### config.mk
export PLATFORM = sky130hd
export DESIGN_NAME = alu_mul_sequencer
export DESIGN_NICKNAME = d
export VERILOG_FILES = /design/src/rtl/alu_mul_sequencer.sv
export SDC_FILE = /design/constraint.sdc
export NUM_CORES = 1
export LEC_CHECK = 0
export CORE_UTILIZATION = 53
export CTS_BUF_LIST = sky130_fd_sc_hd__clkbuf_4
export CTS_CLUSTER_SIZE = 10
export DETAILED_ROUTE_END_ITERATION = 10
export PLACE_DENSITY_LB_ADDON = 0.12
export SYNTH_ARGS = -nofsm -noshare
export SYNTH_HDL_FRONTEND = slang
export SYNTH_SLANG_ARGS = --single-unit
### constraint.sdc
create_clock -name Clock -period 2.35 [get_ports Clock]
set_clock_uncertainty 0.05 [all_clocks]
set_input_delay 0.235 -clock Clock [delete_from_list [all_inputs] [get_ports Clock]]
set_output_delay 0.235 -clock Clock [all_outputs]
set_load 0.01 [all_outputs]
### src/rtl/alu_mul_sequencer.sv
// rtl/alu_mul_sequencer.sv - shift-and-add WIDTHxWIDTH multiplier sequenced on the shared 16-bit ALU
// Optional MUL_EARLY_EXIT_EN: finish as soon as the remaining multiplier bits are all zero.
module alu_mul_sequencer #(
   parameter int WIDTH = 8
) (
   input  logic             Clock,
   input  logic             Reset,
   input  logic             Start,
   input  logic [WIDTH-1:0] OpA,
   input  logic [WIDTH-1:0] OpB,
   output logic             Ready,
   output logic             Done,
   output logic [15:0]      Product,
   output logic [4:0]       AluFunSel,
   output logic [15:0]      AluA,
   output logic [15:0]      AluB,
   output logic             AluWF,
   input  logic [15:0]      AluOut
);

   localparam int CW = (WIDTH > 1) ? $clog2(WIDTH) : 1;

   localparam logic [4:0] FS_PASS = 5'b10000;
   localparam logic [4:0] FS_ADD  = 5'b10100;
   localparam logic [4:0] FS_LSL  = 5'b11011;
   localparam logic [4:0] FS_LSR  = 5'b11100;

   typedef enum logic [2:0] {S_IDLE, S_ADD, S_SHL, S_SHR, S_DONE} state_t;

   state_t           state_q, state_d;
   logic [15:0]      mcand_q, mcand_d;
   logic [WIDTH-1:0] mplier_q, mplier_d;
   logic [15:0]      prod_q, prod_d;
   logic [CW-1:0]    cnt_q, cnt_d;
   logic [15:0]      product_q, product_d;
   logic             last_iter;

   always_ff @(posedge Clock or negedge Reset) begin
      if (!Reset) begin
         state_q   <= S_IDLE;
         mcand_q   <= '0;
         mplier_q  <= '0;
         prod_q    <= '0;
         cnt_q     <= '0;
         product_q <= '0;
      end else begin
         state_q   <= state_d;
         mcand_q   <= mcand_d;
         mplier_q  <= mplier_d;
         prod_q    <= prod_d;
         cnt_q     <= cnt_d;
         product_q <= product_d;
      end
   end

   // ALU drive depends only on state and registers; AluOut is only ever captured.
   always_comb begin
      state_d   = state_q;
      mcand_d   = mcand_q;
      mplier_d  = mplier_q;
      prod_d    = prod_q;
      cnt_d     = cnt_q;
      product_d = product_q;
      Ready     = 1'b0;
      Done      = 1'b0;
      AluFunSel = FS_PASS;
      AluA      = '0;
      AluB      = '0;
      AluWF     = 1'b0;
      last_iter = 1'b0;
      case (state_q)
         S_IDLE: begin
            Ready = 1'b1;
            if (Start) begin
               mcand_d  = 16'(OpA);
               mplier_d = OpB;
               prod_d   = '0;
               cnt_d    = '0;
               state_d  = S_ADD;
            end
         end
         S_ADD: begin
            AluA = prod_q;
            if (mplier_q[0]) begin
               AluFunSel = FS_ADD;
               AluB      = mcand_q;
               AluWF     = 1'b1;
               prod_d    = AluOut;
            end
            state_d = S_SHL;
         end
         S_SHL: begin
            AluFunSel = FS_LSL;
            AluA      = mcand_q;
            mcand_d   = AluOut;
            state_d   = S_SHR;
         end
         S_SHR: begin
            AluFunSel = FS_LSR;
            AluA      = 16'(mplier_q);
            mplier_d  = AluOut[WIDTH-1:0];
            last_iter = (cnt_q == CW'(WIDTH - 1));
`ifdef MUL_EARLY_EXIT_EN
            if (AluOut[WIDTH-1:0] == '0) last_iter = 1'b1;
`endif
            if (last_iter) begin
               product_d = prod_q;
               state_d   = S_DONE;
            end else begin
               cnt_d   = cnt_q + CW'(1);
               state_d = S_ADD;
            end
         end
         S_DONE: begin
            Done    = 1'b1;
            state_d = S_IDLE;
         end
         default: state_d = S_IDLE;
      endcase
   end

   assign Product = product_q;

endmodule

==> results.json <==
{
  "maxSlewHeadroom_pct": 54.5,
  "final_util_pct": 78.9,
  "ioPinCount": 91,
  "placed_area_um2": 4090,
  "synth-edff-count": 0,
  "cts_tree": "built",
  "area_delta_synth_final_pct": 42.4,
  "slowest_delay_ns": 0.53,
  "max_freq_mhz": 433,
  "crit_cells": 4,
  "crit_slowest_cell": "clkdlybuf4s50_1",
  "crit_path_end": "AluWF",
  "final_cells": 497,
  "dp.cells": 460,
  "pre_cts_ws_ns": 0.195,
  "fin_nets": 457,
  "clockBufferDepth": 2,
  "cts.htree.levels": 3,
  "fin_area_um2": 4400,
  "worst-path-buf-inv": 2,
  "avgSynthCellArea_um2": 10.1,
  "fillers": 359,
  "critPathLaunch": "state_q[1]",
  "core_area_um2": 5570,
  "dr_total_vias": 2783,
  "synth_top_flop_cell": "dfrtp_1",
  "power_density_nw_per_um2": 1350,
  "die_h_um": 78.3,
  "ant_nets": 0,
  "worst_setup_path_end_kind": "primary output",
  "track_usage_pct": 28.9,
  "critPathKind": "register to primary output",
  "p_leak_nw": 2.20,
  "clk_latency_ns": 0.42,
  "wl_um": 8740,
  "hold_viol": 0,
  "numCtsBuffers": 9,
  "netlist_instances": 307,
  "grt_overflow_total": 0,
  "ff2ff_setup_slack_ns": 0.36,
  "rr_endpoint": "mplier_q[4]",
  "rr_worst_depth": 6,
  "tightest_slew_ns": 0.681,
  "dr.first_iter.drc_count": 213,
  "required_ns": 2.07,
  "clk_pin_slew_ns": 0.10,
  "min_period_ns": 2.31,
  "drcViolationCount": 0,
  "post_drt_wl_per_cell_um": 17.6,
  "cp_max_fo": 5,
  "firstDrtPassIters": 4,
  "grt_pass1_wl_um": 13300,
  "finalMaxSlewViolations": 0,
  "arrival_ns": 2.02,
  "first_global_vias": 2724,
  "dieWidth_um": 78.3,
  "ff_latch_area_um2": 1560,
  "ys_seq_area_share_pct": 50.2,
  "synth_fp_nets": 344,
  "ys_ff_latch": 62,
  "drive_gt1_share_pct": 16.0,
  "vias_per_cell": 5.60,
  "cap_violations": 0,
  "whs_ns": 0.250,
  "cp_cell_sequence": "nor3b_4, clkbuf_16, and2_1, clkdlybuf4s50_1",
  "cp_top_family": "buffers and inverters",
  "clock_sinks": 62,
  "dp_hpwl_um": 5430,
  "grt_antenna_before_repair": 0,
  "timing.rr.start": "state_q[2]",
  "initial_core_util_pct": 55.4,
  "fin_crit_sh_pct": 98.3,
  "worstHoldPathType": "input port to asynchronous set/reset pin",
  "setup_violations": 0,
  "start_kind": "register",
  "gp_congestion": 0.747,
  "cts-root-buf": "clkbuf_4",
  "antenna_cells": 0,
  "yosysUniqueCellTypes": 31,
  "grt_max_degree": 26,
  "ir_drop_uv": 844,
  "placementRows": 27,
  "multi_input_area_um2": 1350,
  "synth-async-reset-ratio_pct": 100,
  "port_buffers": 89,
  "setup_ws_ns": 0.0406,
  "status": "completed",
  "dieArea_um2": 6140,
  "syn-cell-area_um2": 3090,
  "ys.warnings.count": 0
}
logic make-up after synthesis:
group                    count (synthesis)  synth area share, %
multiplexers                            40                 13.3
buffers and inverters                   43                 6.68
adder cells (fa/ha/maj)                  2                0.810
XOR/XNOR                                 1                0.284
AO/OA/AOI/OAI                           61                 12.9
other                                    1                0.121
flip-flops                              62                 50.2
AND/OR/NAND/NOR                         97                 15.7
registers in the layout, indices dropped and copies added (netlist names):
name and count:
Product 16, cnt_q 3, mcand_q 16, mplier_q 8
prod_q 16, state_q 3
worst register-to-register path: cells and delay by family, from the launching register on:
kind / cells / cell delay (ns)
compound gates: 1 / 0.09
flops: 1 / 0.44
simple gates: 1 / 0.38
mux: 1 / 0.24
buf+inv: 3 / 0.66
layout by cell type, fill, tap and decap left out, types with 2 or more instances in the layout:
cell,count
o21ai_0,26
mux2_2,8
ha_1,2
and3_1,16
buf_12,2
nor3b_1,2
clkbuf_4,11
dlygate4sd2_1,28
and2_1,2
inv_1,18
mux2i_1,32
nor2b_1,2
clkinv_1,2
a22oi_1,8
nor3b_4,2
clkdlybuf4s50_1,57
nand2b_1,2
dfrtp_2,3
buf_4,28
dlymetal6s2s_1,3
a21oi_1,9
dfrtp_1,59
nor2_1,21
nand2_1,43
a22o_1,16
buf_6,5
buf_2,2
nor3_1,2
per-stage QoR:
stage / TNS (ns) / total power, mW
final: 0 / 5.92
after global routing: -0.00212 / 6.26
after CTS: -0.0240 / 5.73
after detailed placement: 0 / 4.91
after global placement: 0 / 4.81
after floorplan: 0 / 3.52
synth_stat cells, drive strengths merged (2+ instances only):
library cell / count / area [µm²]
a21oi: 9 / 45.0
nand2: 43 / 161
nor3: 2 / 10.0
dfrtp: 62 / 1550
nor2: 21 / 78.8
inv: 18 / 67.6
a22o: 16 / 140
and3: 16 / 100
mux2: 8 / 90.1
ha: 2 / 25.0
nand2b: 2 / 12.5
buf: 16 / 105
nor2b: 3 / 18.8
mux2i: 32 / 320
o21ai: 27 / 146
nor3b: 4 / 46.3
clkbuf: 9 / 33.8
a22oi: 8 / 60.1
and2: 2 / 12.5
power breakdown:
group / internal [mW] / switching (mW)
Sequential: 1.51 / 0.329
Clock: 0.340 / 0.396
Combinational: 1.73 / 1.61
layer usage:
layer	track usage [%]	vias up	wire (µm)
met2	47.2	117	4350
li1	-	1277	-
met4	12.4	0	207
met5	0	-	0
met3	4.65	22	484
met1	38.2	1367	3700
final cells by class:
type,count,area share [%]
Sequential cell,62,35.4
Multi-Input combinational cell,202,30.7
Timing Repair Buffer,127,27.4
Tap cell,72,2.05
Clock buffer,11,1.88
Inverter,18,1.54
Clock inverter,5,1.14
worst min path at each step:
stage               slack (ns)  cells past startpoint     endpoint
global placement          0.17                      1  mplier_q[0]
detailed placement        0.18                      1  mplier_q[0]
global route              0.31                      2   mcand_q[0]
floorplan                -0.11                      0   Product[0]
finish                    0.25                      2   mcand_q[0]
CTS                       0.27                      2  mplier_q[0]
timing repair:
action,CTS,global route
pin swaps,0,1
hold buffers,1,0
cloned,2,1
endpoints found under the hold margin,20,0
setup buffers,8,9
setup endpoints to repair,34,9
resized for setup,37,4
Note: power is estimated with default switching activity, not from simulation.
